File: src/rtl/fetch_ctrl_if.sv
// Instruction-fetch bus bundle: imem request/response channel plus the decode-side
// valid/ready presentation of fetched instructions.
interface fetch_ctrl_if #(
  parameter int unsigned DATA_WIDTH = 32
);
  logic                  imem_req;
  logic [DATA_WIDTH-1:0] imem_addr;
  logic                  imem_gnt;
  logic                  imem_rvalid;
  logic [DATA_WIDTH-1:0] imem_rdata;
  logic                  if_valid;
  logic [DATA_WIDTH-1:0] if_pc;
  logic [DATA_WIDTH-1:0] if_instr;
  logic                  if_ready;

  modport master (
    output imem_req, imem_addr, if_valid, if_pc, if_instr,
    input  imem_gnt, imem_rvalid, imem_rdata, if_ready
  );

  modport slave (
    input  imem_req, imem_addr, if_valid, if_pc, if_instr,
    output imem_gnt, imem_rvalid, imem_rdata, if_ready
  );
endinterface

File: src/rtl/fetch_ctrl.sv
// Fetch sequencer: single-outstanding imem handshake, PC source arbitration
// (trap > redirect > sequential > hold) and stale-response discard after redirects.
module fetch_ctrl #(
  parameter int unsigned           DATA_WIDTH = 32,
  parameter logic [DATA_WIDTH-1:0] RESET_PC   = 'h0000_1000
) (
  input  logic                  clk,
  input  logic                  rst_n,
  input  logic [DATA_WIDTH-1:0] pc_current_i,
  output logic [DATA_WIDTH-1:0] pc_next_o,
  input  logic                  redirect_valid_i,
  input  logic [DATA_WIDTH-1:0] redirect_pc_i,
  input  logic                  trap_valid_i,
  input  logic [DATA_WIDTH-1:0] trap_vec_i,
  output logic                  misalign_exc_o,
  fetch_ctrl_if.master          bus
);

  typedef enum logic [2:0] {StIdle, StReq, StWait, StDrop, StHold} state_e;

  state_e                state_q, state_d;
  logic [DATA_WIDTH-1:0] if_pc_q, if_instr_q;
  logic                  misalign_q, misalign_d;
  logic                  redirect_ok, event_w, capture;
  logic                  unused_trap_bits;

  assign unused_trap_bits = ^trap_vec_i[1:0];

  assign redirect_ok = redirect_valid_i && (redirect_pc_i[1:0] == 2'b00);
  // Only a trap or an aligned redirect moves the PC away from the outstanding fetch.
  assign event_w     = trap_valid_i || redirect_ok;
  assign capture     = (state_q == StWait) && bus.imem_rvalid && !event_w;
  assign misalign_d  = redirect_valid_i && (redirect_pc_i[1:0] != 2'b00) && !trap_valid_i;

  always_ff @(posedge clk or negedge rst_n) begin
    if (!rst_n) begin
      state_q <= StIdle;
    end else begin
      state_q <= state_d;
    end
  end

  always_comb begin
    state_d = state_q;
    unique case (state_q)
      StIdle: state_d = StReq;
      StReq: begin
        if (bus.imem_gnt) state_d = event_w ? StDrop : StWait;
      end
      StWait: begin
        if (bus.imem_rvalid)  state_d = event_w ? StReq : StHold;
        else if (event_w)     state_d = StDrop;
      end
      StDrop: begin
        if (bus.imem_rvalid) state_d = StReq;
      end
      StHold: begin
        if (event_w || bus.if_ready) state_d = StReq;
      end
      default: state_d = StIdle;
    endcase
  end

  always_comb begin
    bus.imem_req  = (state_q == StReq);
    bus.imem_addr = pc_current_i;
    bus.if_valid  = (state_q == StHold);
    bus.if_pc     = if_pc_q;
    bus.if_instr  = if_instr_q;
  end

  always_comb begin
    if (trap_valid_i) begin
      pc_next_o = {trap_vec_i[DATA_WIDTH-1:2], 2'b00};
    end else if (redirect_ok) begin
      pc_next_o = redirect_pc_i;
    end else if ((state_q == StHold) && bus.if_ready) begin
      pc_next_o = pc_current_i + DATA_WIDTH'(4);
    end else begin
      pc_next_o = pc_current_i;
    end
  end

  always_ff @(posedge clk or negedge rst_n) begin
    if (!rst_n) begin
      if_pc_q    <= RESET_PC;
      if_instr_q <= '0;
      misalign_q <= 1'b0;
    end else begin
      misalign_q <= misalign_d;
      if (capture) begin
        if_pc_q    <= pc_current_i;
        if_instr_q <= bus.imem_rdata;
      end
    end
  end

  assign misalign_exc_o = misalign_q;

endmodule

File: src/flat_wrapper.sv
// flat-port wrapper written by rule: the top's interface ports become plain ports
module fetch_ctrl_flat 
#(
  parameter int unsigned           DATA_WIDTH = 32,
  parameter logic [DATA_WIDTH-1:0] RESET_PC   = 'h0000_1000
)
  (clk, rst_n, pc_current_i, pc_next_o, redirect_valid_i, redirect_pc_i, trap_valid_i, trap_vec_i, misalign_exc_o, bus_imem_req, bus_imem_addr, bus_if_valid, bus_if_pc, bus_if_instr, bus_imem_gnt, bus_imem_rvalid, bus_imem_rdata, bus_if_ready);
  fetch_ctrl_if #(.DATA_WIDTH(DATA_WIDTH)) bus_i ();
  input  logic clk;
  input  logic rst_n;
  input  logic [DATA_WIDTH-1:0] pc_current_i;
  output logic [DATA_WIDTH-1:0] pc_next_o;
  input  logic redirect_valid_i;
  input  logic [DATA_WIDTH-1:0] redirect_pc_i;
  input  logic trap_valid_i;
  input  logic [DATA_WIDTH-1:0] trap_vec_i;
  output logic misalign_exc_o;
  output wire logic [$bits(bus_i.imem_req)-1:0] bus_imem_req;
  output wire logic [$bits(bus_i.imem_addr)-1:0] bus_imem_addr;
  output wire logic [$bits(bus_i.if_valid)-1:0] bus_if_valid;
  output wire logic [$bits(bus_i.if_pc)-1:0] bus_if_pc;
  output wire logic [$bits(bus_i.if_instr)-1:0] bus_if_instr;
  input wire logic [$bits(bus_i.imem_gnt)-1:0] bus_imem_gnt;
  input wire logic [$bits(bus_i.imem_rvalid)-1:0] bus_imem_rvalid;
  input wire logic [$bits(bus_i.imem_rdata)-1:0] bus_imem_rdata;
  input wire logic [$bits(bus_i.if_ready)-1:0] bus_if_ready;
  assign bus_imem_req = bus_i.imem_req;
  assign bus_imem_addr = bus_i.imem_addr;
  assign bus_if_valid = bus_i.if_valid;
  assign bus_if_pc = bus_i.if_pc;
  assign bus_if_instr = bus_i.if_instr;
  assign bus_i.imem_gnt = bus_imem_gnt;
  assign bus_i.imem_rvalid = bus_imem_rvalid;
  assign bus_i.imem_rdata = bus_imem_rdata;
  assign bus_i.if_ready = bus_if_ready;
  fetch_ctrl #(.DATA_WIDTH(DATA_WIDTH), .RESET_PC(RESET_PC)) u_core (.clk(clk), .rst_n(rst_n), .pc_current_i(pc_current_i), .pc_next_o(pc_next_o), .redirect_valid_i(redirect_valid_i), .redirect_pc_i(redirect_pc_i), .trap_valid_i(trap_valid_i), .trap_vec_i(trap_vec_i), .misalign_exc_o(misalign_exc_o), .bus(bus_i));
endmodule
File: config.mk
export PLATFORM = sky130hd
export DESIGN_NAME = fetch_ctrl_flat
export DESIGN_NICKNAME = d
export VERILOG_FILES = /design/src/rtl/fetch_ctrl_if.sv /design/src/rtl/fetch_ctrl.sv /design/src/flat_wrapper.sv
export SDC_FILE = /design/constraint.sdc
export NUM_CORES = 1
export LEC_CHECK = 0
export CAP_MARGIN = 20
export CORE_ASPECT_RATIO = 1.75
export CORE_MARGIN = 2
export CORE_UTILIZATION = 37
export CTS_CLUSTER_DIAMETER = 30
export CTS_CLUSTER_SIZE = 8
export DETAILED_ROUTE_END_ITERATION = 8
export PLACE_DENSITY = 0.92
export SLEW_MARGIN = 20
export SYNTH_ARGS = -nofsm -noshare
export SYNTH_HDL_FRONTEND = slang
export SYNTH_SLANG_ARGS = --single-unit
File: constraint.sdc
create_clock -name clk -period 2.3 [get_ports clk]
set_input_delay 0.46 -clock clk [delete_from_list [all_inputs] [get_ports clk]]
set_output_delay 0.46 -clock clk [all_outputs]
set_load 0.03 [all_outputs]
### Word-level counts from Yosys, hierarchy flattened

Cells that the tools add are included.

* output and inout bits: 131
* flip-flop bits (word level): 68

* eq/ne operators: 8
* mux-type cells: 11
* $add $sub $neg: 1
* reduce and logical (&&, ||, !) cells: 14

Operator list (count)
* 2-to-1 mux 32 bit: 3
* adder 32 x 3 -> 32 bit, second input constant: 1
* 2-to-1 mux 3 bit: 6
* case mux 3 bit (5 select lines): 1
* == test 3 x 2 -> 1 bit, second input constant: 2
* logical AND 1 bit: 6
* inequality test 2 x 1 -> 1 bit, second input constant: 2
* AND reduction 4 bit: 1
* == test 3 x 1 -> 1 bit, second input constant: 1
* == test 3 bit, second input constant: 1
* zero test 3 bit: 1
* inequality test 3 x 2 -> 1 bit, second input constant: 1
* zero test 1 bit: 2
* zero test 2 bit: 1
* logical OR 1 bit: 2
* inequality test 2 bit, second input constant: 1
* nonzero test 2 bit: 1
* 2-to-1 mux 1 bit: 1

### Depth between registers and ports, before layout

Gate-level depths: netlist of the first run.

* depth in word-level cells: 6
* depth in mapped cells: 7

### Worst setup path before layout of the first run

No wires, ideal clock.

* path kind: register -> output
* start point: reg u_core.state_q[0]
* end point: out pc_next_o[18]
* setup slack: -0.484 ns
* cell stages (with the launch flop): 8
* arrival: 2.324 ns
* required time: 1.840 ns
* path buffers: 2
* path through: dfrtp_1 -> clkbuf_1 -> and4bb_2 -> and4_1 -> clkbuf_1 -> nand2_1 -> xor2_1 -> a221oi_1

* cells in the longest elaborated chain, start to end: 5

Ends and longest elaborated chain
* start, declared: RTL line fetch_ctrl.sv:21 `state_e state_q, state_d;`
* start signal, assigned: RTL line fetch_ctrl.sv:37 `state_q <= StIdle;`
* start signal, assigned: RTL line fetch_ctrl.sv:39 `state_q <= state_d;`
* == test 3 bit: RTL line fetch_ctrl.sv:77 `end else if ((state_q == StHold) && bus.if_ready) begin`
* logical AND 1 bit: RTL line fetch_ctrl.sv:77
* 2-to-1 mux 32 bit: RTL line fetch_ctrl.sv:77
* 2-to-1 mux 32 bit: RTL line fetch_ctrl.sv:75 `end else if (redirect_ok) begin`
* 2-to-1 mux 32 bit: RTL line fetch_ctrl.sv:73 `if (trap_valid_i) begin`
* end, declared: RTL line flat_wrapper.sv:12 `output logic [DATA_WIDTH-1:0] pc_next_o;`

No other way between the ends.

### Worst setup path after layout of the first run

* start point: in bus_if_ready
* end point: out pc_next_o[8]

* cells in the longest elaborated chain, start to end: 4

Ends and longest elaborated chain
* start, declared: RTL line flat_wrapper.sv:26 `input wire logic [$bits(bus_i.if_ready)-1:0] bus_if_ready;`
* logical AND 1 bit: RTL line fetch_ctrl.sv:77
* 2-to-1 mux 32 bit: RTL line fetch_ctrl.sv:77
* 2-to-1 mux 32 bit: RTL line fetch_ctrl.sv:75
* 2-to-1 mux 32 bit: RTL line fetch_ctrl.sv:73

No other way between the ends.

==> results of run 1 <==
-- registers in the layout, summed over array words and instances, names as in the netlist --
signal                 count
u_core.misalign_exc_o      1
u_core.state_q             3
u_core.bus.if_instr       32
u_core.bus.if_pc          32
-- synth_stat cells (all sizes together) --
cell type / instances
dfrtp: 67
mux2: 64
nand2: 45
buf: 41
xor2: 19
clkbuf: 15
nand4: 15
nor2: 15
nor3: 12
a21oi: 11
inv: 11
o221ai: 11
a221oi: 9
nand3: 7
and2: 6
and3: 6
nor3b: 6
o21ai: 6
xnor2: 5
and4: 4
mux2i: 3
nand4b: 3
a31o: 2
nor4: 2
o211ai: 2
o31ai: 2
or3: 2
a221o: 1
and4bb: 1
dfstp: 1
ha: 1
nand2b: 1
nand3b: 1
nand4bb: 1
o211a: 1
o21a: 1
or2: 1
-- power by group --
group / internal, mW / switching, mW
Combinational: 1.42 / 1.72
Clock: 0.876 / 0.542
Sequential: 1.63 / 0.227
-- worst paths after layout --
path                                              start                      end  slack [ns]  depth (start not counted)
worst min-delay path                              rst_n     u_core.bus.if_pc[29]        0.09                          1
worst max register to register        u_core.state_q[2]  u_core.bus.if_instr[11]        0.38                          6
worst min register to register  u_core.bus.if_instr[30]  u_core.bus.if_instr[30]        0.48                          1
min in group clk                u_core.bus.if_instr[30]  u_core.bus.if_instr[30]        0.48                          1
worst max-delay path                       bus_if_ready             pc_next_o[8]       -0.26                          8
max in group asynchronous                         rst_n     u_core.bus.if_pc[12]        1.53                          2
-- cell usage in the layout, fill, tap and decap left out, drive strengths merged, types with 2 or more instances in the layout --
| master | instances |
|---|---|
| a21oi | 11 |
| buf | 119 |
| nand4b | 3 |
| xor2 | 19 |
| dlygate4sd2 | 23 |
| o221ai | 11 |
| clkbuf | 16 |
| clkinvlp | 2 |
| and2 | 6 |
| dfrtp | 67 |
| mux2i | 3 |
| nand2 | 45 |
| nor3b | 6 |
| nor2 | 15 |
| clkdlybuf4s15 | 4 |
| clkinv | 2 |
| o31ai | 2 |
| nor3 | 12 |
| nor4 | 2 |
| nand3 | 7 |
| a221oi | 9 |
| nand4 | 15 |
| clkdlybuf4s50 | 189 |
| and3 | 6 |
| or3 | 2 |
| inv | 12 |
| o211ai | 2 |
| a31o | 2 |
| o21ai | 6 |
| and4 | 4 |
| mux2 | 64 |
| xnor2 | 5 |
-- what timing repair did --
action | 4_1_cts | 5_1_grt
gates cloned | 2 | 0
resized for setup | 91 | 63
buffers inserted | 10 | 3
pin swaps | 34 | 40
endpoints found under the setup margin | 34 | 33
-- stage by stage --
stage | power, mW | TNS [ns] | instances | hold slack, ns
2_1_floorplan | 3.40 | -0.244 | 401 | 0.164
3_3_place_gp | 4.83 | -28.00 | 808 | 0.442
3_5_place_dp | 4.96 | -28.97 | 808 | 0.442
4_1_cts | 6.43 | -6.71 | 836 | 0.0913
5_1_grt | 6.66 | -7.53 | 836 | 0.112
6_report | 6.42 | -5.24 | 836 | 0.0895
-- final cells by class --
cell class	count	area (sq um)	share of cell area
flip-flops and latches	68	1700	0.211
inverters	11	41.3	0.00512
well taps	132	165	0.0205
multi-input cells	266	2520	0.313
clock inverters	6	71.3	0.00885
repair buffers	343	3320	0.412
clock buffers	10	239	0.0296
-- cell families (layout without fill, tap and decap cells) --
logic type / after synthesis / count (layout)
XOR/XNOR: 24 / 24
adder cells (fa/ha/maj): 1 / 1
AO/OA/AOI/OAI: 46 / 46
flip-flops: 68 / 68
AND/OR/NAND/NOR: 128 / 128
multiplexers: 67 / 67
buffers and inverters: 67 / 370
-- routing by layer --
metal,vias up,global-route usage,share of wire
met1,2246,0.288,0.36
met3,46,0.0425,0.046
met4,0,0.143,0.043
li1,1999,-,-
met2,216,0.524,0.56
met5,-,0,0
==> run metrics, run 1 <==
final max-slew violation count=0; share of the synthesized area in the top cell type=0.408; clock insertion delay at the later pin of the skew report=0.32 ns; DRC errors left=0; top-level port count=266; final setup slack of the worst path=-0.263 ns; endpoints failing setup=30; Vias=4507; number of DRC violations after detailed-routing iteration 0=187; max capacitance violation total=0; Port-buffer cells=263; mean instance size in the synthesized netlist=10.3 sq um; post-detailed-placement cell area=0.00725 sq mm; clock input transition at the sequential cells of the worst setup and hold paths=0.06 ns; CTS Hold Buffers Added=0; TritonRoute pass-1 iters=4; required time at the endpoint of the critical path=1.84 ns; headroom to the max-slew limit=0.676; H-tree depth=3; total die area=0.0120 sq mm; number of antenna-violating nets in the routed design=0; Routed WL=17.4 mm; deepest clock path buffer count=2; starting density of the core=0.375; core footprint=0.0110 sq mm; via count of the first global-routing pass=4910; buffer and inverter count on the worst path=3; Cell Rows=51; Clock Skew=0.00877 ns; filler instances=735; antenna violations before repair=0; power per standard cell area=796 mW/mm^2; Ant. Diodes=0; Setup crit end kind=output port; final cell utilization of the core=0.734; flip-flop and latch count after synthesis=68; CTS sink cnt=68; Mapped Nets=537; CP Cell Sequence=dlygate4sd2_1 > and4bb_2 > buf_6 > and2_4 > and4_4 > xnor2_2 > a221oi_2 > buf_4; peak supply drop=787 uV; library cell with the largest summed area after synthesis=dfrtp_1; Setup crit start kind=primary input; multiplexer area fraction after synthesis=0.183; TritonCTS clock tree=built; Worst Path Arrival=2.10 ns; Slowest cell on crit path=and4bb_2; Worst path top cell family by delay=simple AND/OR/NAND/NOR gates; ratio of cells with drive above 1 in the final layout=0.321; Distinct cells, synth=41; largest net degree at the start of global routing=52; half-perimeter wire length after placement=13.3 mm; period utilisation layout=1.11; synth top area cells=dfrtp_1 41%, mux2_1 16%, buf_4 5.8%; Max FO, Critical Path=5; area delta synth->final=96.1%; violations in the final reports=negative setup slack; final net count=835; Vert. Die Dim=143 um; Critical Setup Path Class=in -> out; Hold Vio Cnt, Final=0; maximum clock frequency=390 MHz; first-pass GRT wire length=25.8 mm; cell leakage power=3.61 nW; largest incremental delay on the critical path=0.31 ns; total congestion overflow=0; Seq/Total Area, Yosys=0.414; global router's overall resource usage=0.276; netlist area before placement=0.00411 sq mm; area of all placed cells without fillers=0.00806 sq mm; horizontal extent of the die=83.7 um; Synth Area in Compound Gates=0.0816; min-delay worst type=in -> async; gate count after technology mapping=401; result of the run=finished, violations left; basic-gate share of the synthesized area counting and, or, nand and nor cells=0.165; vias per cell=5.39; transition time at the pin with the least slew margin=0.486 ns; routed len/inst=20.8 um; pre-CTS setup slack=-0.550 ns; share of synthesized cell area in full adder, half adder and majority cells=0.00304; count of synthesis-stage warnings from yosys=0; dominant combinational cell family by area after synthesis=multiplexers; root buffer cell=clkbuf_16; setup repair after global routing missed its margin=true; minimum clock period=2.56 ns; Placer Congestion=0.914; XOR/XNOR Fraction of Synth Area=0.0511; TritonCTS buffer count=9
Note: power is estimated with default switching activity, not from simulation.
==> run 2, diff against run 1 <==
- PLACE_DENSITY: 0.92 -> not set
- PLACE_DENSITY_LB_ADDON: not set -> 0.25
==> run 2 against run 1 <==
  * Largest cell class unchanged
  * Cell area decreased by 1.5%
  * Clock power decreased by 8%
  * The run still ends with negative setup slack left
  * Global-route usage decreased by 1.8 points
  * Critical path type unchanged
  * Setup slack got worse by 0.044 ns
  * Critical endpoint is now pc_next_o[31]
==> run metrics, run 2 (synthesized netlist as in run 1, its figures left out) <==
top-level port count=266 (unchanged); antenna violations before repair=0 (unchanged); period utilisation layout=1.13 (was 1.11); dominant cell type by count on the critical path=nand4_1; largest incremental delay on the critical path=0.34 ns (was 0.31 ns); starting density of the core=0.375 (unchanged); Vias=4342 (was 4507); H-tree depth=3 (unchanged); final cell utilization of the core=0.724 (was 0.734); commonest cells after routing, fill and taps aside=184 x clkdlybuf4s50_1, 92 x buf_4, 67 x dfrtp_1 (was 189 x clkdlybuf4s50_1, 79 x buf_4, 67 x dfrtp_1); required time at the endpoint of the critical path=1.84 ns (about the same); Setup crit start kind=primary input (unchanged); area delta synth->final=93.2% (was 96.1%); Setup crit end kind=output port (unchanged); ratio of cells with drive above 1 in the final layout=0.319 (was 0.321); Clock Skew=0.00947 ns (was 0.00877 ns); TritonCTS buffer count=9 (unchanged); transition time at the pin with the least slew margin=0.383 ns (was 0.486 ns); Critical Setup Path Class=in -> out (unchanged); final standard cell count with taps included and fillers excluded=841 (was 836); routed len/inst=19.0 um (was 20.8 um); half-perimeter wire length after placement=12.4 mm (was 13.3 mm); buffer and inverter count on the worst path=3 (unchanged); headroom to the max-slew limit=0.744 (was 0.676); final setup slack of the worst path=-0.307 ns (was -0.263 ns); min-delay worst type=in -> async (unchanged); max capacitance violation total=0 (unchanged); largest net degree at the start of global routing=69 (was 52); Worst Path Arrival=2.15 ns (was 2.10 ns); Vert. Die Dim=143 um (unchanged); Worst path top cell family by delay=simple AND/OR/NAND/NOR gates (unchanged); number of DRC violations after detailed-routing iteration 0=182 (was 187); CP Cell Sequence=dlygate4sd2_1 > nand4_1 > nor4_2 > buf_4 > nand4_1 > xnor2_2 > a221o_1 > buf_6 (was dlygate4sd2_1 > and4bb_2 > buf_6 > and2_4 > and4_4 > xnor2_2 > a221oi_2 > buf_4); total congestion overflow=0 (unchanged); CTS sink cnt=68 (unchanged); Hold Vio Cnt, Final=0 (unchanged); maximum clock frequency=384 MHz (was 390 MHz); overall power=6.26 mW (was 6.42 mW); reg-to-reg slack, setup=0.41 ns (was 0.38 ns); clock insertion delay at the later pin of the skew report=0.33 ns (was 0.32 ns); commonest non-fill, non-tap cell in the layout=clkdlybuf4s50_1 (unchanged); total die area=0.0120 sq mm (unchanged); Placer Congestion=0.918 (was 0.914); power per standard cell area=788 mW/mm^2 (was 796 mW/mm^2); vias per cell=5.16 (was 5.39); clock input transition at the sequential cells of the worst setup and hold paths=0.06 ns (about the same); worst r2r src=u_core.state_q[2] (unchanged); final max-slew violation count=0 (unchanged); Max FO, Critical Path=2 (was 5); violations in the final reports=negative setup slack (unchanged); setup repair after global routing missed its margin=true (unchanged); result of the run=finished, violations left (unchanged); root buffer cell=clkbuf_16 (unchanged); final net count=840 (was 835); setup_tns=-4.30 ns (was -5.24 ns); first-pass GRT wire length=24.1 mm (was 25.8 mm); via count of the first global-routing pass=4626 (was 4910); Port-buffer cells=263 (unchanged); DRC errors left=0 (unchanged); Cell Rows=51 (unchanged); global router's overall resource usage=0.257 (was 0.276); cell leakage power=3.45 nW (was 3.61 nW); horizontal extent of the die=83.7 um (unchanged); Slowest cell on crit path=a221o_1 (was and4bb_2); endpoints failing setup=29 (was 30); peak supply drop=728 uV (was 787 uV); number of placed cells counting well taps=809 (was 808); TritonRoute pass-1 iters=4 (unchanged); TritonCTS clock tree=built (unchanged); core footprint=0.0110 sq mm (unchanged); deepest clock path buffer count=2 (unchanged); number of antenna-violating nets in the routed design=0 (unchanged); Critical Path Start=pc_current_i[21] (was bus_if_ready); Ant. Diodes=0 (unchanged); minimum clock period=2.61 ns (was 2.56 ns); Routed WL=16.0 mm (was 17.4 mm)
[run 2: what timing repair did]
action	in CTS	in global routing
buffers inserted	13	4
pin swaps	41	23
resized for setup	117	24
hold buffers	0	0
endpoints found under the setup margin	33	29
[run 2: cell type report]
cell class,count,area [sq um]
sequential,68,1700
fill,812,3030
tap,132,165
inverter,11,41.3
clock buffer,10,239
clock inverter,6,48.8
timing repair buffer,348,3330
multi-input combinational,266,2410
[run 2: per-stage QoR]
stage | area (sq um) | hold WS, ns | setup slack (ns)
final | 7940 | 0.132 | -0.307
after global placement | 7230 | 0.469 | -0.534
after floorplan | 4310 | 0.164 | -0.114
after detailed placement | 7230 | 0.474 | -0.539
after CTS | 7860 | 0.154 | -0.234
after global routing | 7940 | 0.168 | -0.366
[run 2: where the power goes]
part           internal, mW  switching, mW
Clock                 0.766          0.548
Sequential             1.62          0.216
Combinational          1.42           1.69
Total                  3.81           2.45
[run 2: layer usage]
metal  up-vias  GRT usage  share of wire
met5         -          0              0
met4         0      0.136          0.043
met3        42     0.0523          0.050
met2       170      0.468           0.55
met1      2113      0.279           0.36
li1       2017          -              -
[run 2: worst paths after layout]
path	to	depth (start not counted)
max in group asynchronous	u_core.bus.if_pc[12]	2
min reg2reg	u_core.bus.if_pc[8]	1
max reg2reg	u_core.bus.if_pc[9]	5
max	pc_next_o[31]	8
min	u_core.bus.if_pc[22]	2
min in group clk	u_core.bus.if_pc[8]	1
[run 2: worst register-to-register path, stage by stage, from the launching register on]
cell	delay, ns
dfrtp_1	0.39
buf_4	0.13
buf_4	0.15
nor4_4	0.31
buf_4	0.40
mux2_1	0.38
==> run 3, diff against run 2 <==
- ABC_AREA: not set -> 1
- CORE_UTILIZATION: 37 -> 38
==> run 3 against run 2 <==
  * The flow still finishes with violations (negative setup slack)
  * Clock-buffer cell count down 1
  * Setup slack improved by 0.17 ns
  * Cell count up 28%
  * Area after synthesis grew 9.1%
  * Hold slack worse by 0.0061 ns
  * Clock power increased by 5%
  * Global-route usage grew 0.71 points
  * Sequential power rose by 14%
  * Combinational power increased by 37%
  * Critical path type is now reg -> out
  * Highest routed layer unchanged
==> run metrics, run 3 <==
result of the run=finished, violations left (unchanged); violations in the final reports=negative setup slack (unchanged); deepest clock path buffer count=2 (unchanged); final max-slew violation count=0 (unchanged); top-level port count=266 (unchanged); Critical Setup Path Class=reg -> out (was in -> out); netlist area before placement=0.00448 sq mm (was 0.00411 sq mm); worst r2r src=u_core.state_q[0] (was u_core.state_q[2]); Distinct cells, synth=32 (was 41); number of antenna-violating nets in the routed design=0 (unchanged); power per standard cell area=900 mW/mm^2 (was 788 mW/mm^2); GR met3 Demand/Resource=0.0419 (was 0.0523); number of DRC violations after detailed-routing iteration 0=206 (was 182); setup repair after global routing missed its margin=true (unchanged); peak supply drop=448 uV (was 728 uV); root buffer cell=clkbuf_16 (unchanged); Placer Congestion=0.865 (was 0.918); transition time at the pin with the least slew margin=0.384 ns (was 0.383 ns); area of all placed cells without fillers=0.00860 sq mm (was 0.00794 sq mm); max capacitance violation total=0 (unchanged); largest net degree at the start of global routing=69 (unchanged); core footprint=0.0115 sq mm (was 0.0110 sq mm); H-tree depth=3 (unchanged); starting density of the core=0.389 (was 0.375); count of synthesis-stage warnings from yosys=0 (unchanged); commonest non-fill, non-tap cell in the layout=nand2_1 (was clkdlybuf4s50_1); final standard cell count with taps included and fillers excluded=1076 (was 841); pre-CTS setup slack=-0.547 ns (was -0.539 ns); layer with the highest usage=met2 (unchanged); Max FO, Critical Path=6 (was 2); Setup crit start kind=register (was primary input); endpoints failing setup=29 (unchanged); synth top area cells=dfrtp_1 37%, nand2_1 19%, mux2_2 11% (was dfrtp_1 41%, mux2_1 16%, buf_4 5.8%); Critical Path Start=u_core.state_q[1] (was pc_current_i[21]); Seq/Total Area, Yosys=0.380 (was 0.414); Worst Path Arrival=1.97 ns (was 2.15 ns); Routed WL=17.7 mm (was 16.0 mm); TritonRoute pass-1 iters=4 (unchanged); post-detailed-placement cell area=0.00758 sq mm (was 0.00723 sq mm); Vert. Die Dim=148 um (was 143 um); gate count after technology mapping=608 (was 401); period utilisation layout=1.06 (was 1.13); required time at the endpoint of the critical path=1.84 ns (about the same); ratio of cells with drive above 1 in the final layout=0.375 (was 0.319); Cell Rows=52 (was 51); Setup crit end kind=output port (unchanged); Port-buffer cells=263 (unchanged); Hold Vio Cnt, Final=0 (unchanged); number of placed cells counting well taps=1041 (was 809); commonest cells after routing, fill and taps aside=191 x nand2_1, 184 x clkdlybuf4s50_1, 111 x buf_4 (was 184 x clkdlybuf4s50_1, 92 x buf_4, 67 x dfrtp_1); FFs w/ async S/R, synth=1.00 (unchanged); half-perimeter wire length after placement=13.5 mm (was 12.4 mm); filler instances=889 (was 812); Clock Skew=0.00669 ns (was 0.00947 ns); Mapped Nets=744 (was 537); Vias=5397 (was 4342); leading register cell type out of synthesis=dfrtp_1 (unchanged); vias per cell=5.02 (was 5.16); met1 usage=0.279 (about the same); DRC errors left=0 (unchanged); maximum clock frequency=411 MHz (was 384 MHz); clock insertion delay at the later pin of the skew report=0.33 ns (about the same); total die area=0.0127 sq mm (was 0.0120 sq mm); count of flip-flops with a built-in enable after synthesis=0 (unchanged); cell leakage power=4.07 nW (was 3.45 nW); Ant. Diodes=0 (unchanged); TritonCTS clock tree=built (unchanged); share of the synthesized area in the top cell type=0.374 (was 0.408); area of all sequential standard cells=0.00170 sq mm (about the same); first-pass GRT wire length=26.6 mm (was 24.1 mm); mean instance size in the synthesized netlist=7.38 sq um (was 10.3 sq um); global router's overall resource usage=0.264 (was 0.257); most frequent cell after synthesis=nand2_1 (was dfrtp_1); most frequent cells after synthesis=228 x nand2_1, 67 x dfrtp_1, 44 x inv_1, 44 x o21ai_0, 42 x mux2_2 (was 67 x dfrtp_1, 60 x mux2_1, 45 x nand2_1, 32 x buf_4, 19 x xor2_1); antenna violations before repair=0 (unchanged); clock input transition at the sequential cells of the worst setup and hold paths=0.06 ns (about the same); TritonCTS buffer count=9 (unchanged); CTS sink cnt=68 (unchanged); flip-flop and latch count after synthesis=68 (unchanged); total congestion overflow=0 (unchanged); final net count=1072 (was 840); final setup slack of the worst path=-0.135 ns (was -0.307 ns); headroom to the max-slew limit=0.742 (was 0.744); library cell with the largest summed area after synthesis=dfrtp_1 (unchanged); minimum clock period=2.43 ns (was 2.61 ns); horizontal extent of the die=86.1 um (was 83.7 um); grt met2 use=0.506 (was 0.468); via count of the first global-routing pass=5473 (was 4626); area delta synth->final=91.7% (was 93.2%); min-delay worst type=in -> async (unchanged); reg-to-reg slack, setup=0.37 ns (was 0.41 ns); multi-input logic area=0.00274 sq mm (was 0.00241 sq mm); routed len/inst=16.4 um (was 19.0 um)
-- run 3: cell types whose count changed in the layout (fill, tap and decap cells not counted), sizes merged, moves of 10 or more --
cell | previous run | this run
buf | 131 | 160
nand3 | 7 | 29
o221ai | 11 | 0
nand2 | 45 | 229
xor2 | 19 | 9
o21ai | 6 | 51
nor2 | 15 | 48
inv | 12 | 45
mux2 | 64 | 42
-- run 3: cell type report --
cell class              count  area share
inverters                  46      0.0215
well taps                 135      0.0197
clock inverters             7     0.00888
clock buffers               9      0.0262
flip-flops and latches     68       0.198
repair buffers            371       0.407
multi-input cells         440       0.319
-- run 3: path summary, 6_finish.rpt --
check,cells after the start,end
worst max-delay path,10,pc_next_o[14]
worst min-delay path,2,u_core.bus.if_instr[29]
worst max register to register,8,u_core.bus.if_pc[19]
worst min register to register,2,u_core.bus.if_pc[2]
max in group asynchronous,2,u_core.bus.if_pc[12]
min in group clk,2,u_core.bus.if_pc[2]
-- run 3: power breakdown --
part	switching (mW)	internal [mW]
Combinational	2.33	1.92
Sequential	0.316	1.79
Clock	0.541	0.844
-- run 3: repair_timing --
| action | CTS | global route |
|---|---|---|
| setup buffers | 13 | 7 |
| hold buffers | 0 | 0 |
| setup endpoints to repair | 33 | 31 |
| endpoints found under the hold margin | 0 | 0 |
| gates cloned | 0 | 0 |
| pin swaps | 33 | 54 |
| resized for setup | 149 | 113 |
-- run 3: cells by family after synthesis --
| kind of cell | share of synthesized area |
|---|---|
| AO/OA/AOI/OAI | 0.0767 |
| multiplexers | 0.105 |
| buffers and inverters | 0.114 |
| AND/OR/NAND/NOR | 0.303 |
| flip-flops | 0.380 |
| adder cells (fa/ha/maj) | 0.00279 |
| XOR/XNOR | 0.0176 |
-- run 3: worst max-delay path, stage by stage, from the launching register on --
cell and delay [ns]:
dfrtp_1 0.41, nor2_4 0.15, nand3_4 0.17, clkinv_4 0.13
nand3_4 0.11, nor2_4 0.18, xor2_1 0.17, nand2_1 0.06
nand2_1 0.06, nand2_1 0.06, buf_6 0.14
-- run 3: stage by stage --
step,total power [mW],TNS [ns],utilization,hold WS (ns)
after floorplan,4.27,0,-,0.164
after global routing,8.11,-5.49,0.746,0.168
after detailed placement,6.21,-12.37,0.658,0.472
after global placement,6.08,-12.11,0.658,0.466
final,7.74,-2.45,0.746,0.126
after CTS,7.71,-1.82,0.720,0.155
-- run 3: routing by layer --
layer	vias to the layer above	routed length [um]
li1	2560	-
met1	2546	6080
met2	248	9920
met3	43	1110
met4	0	569
met5	-	0
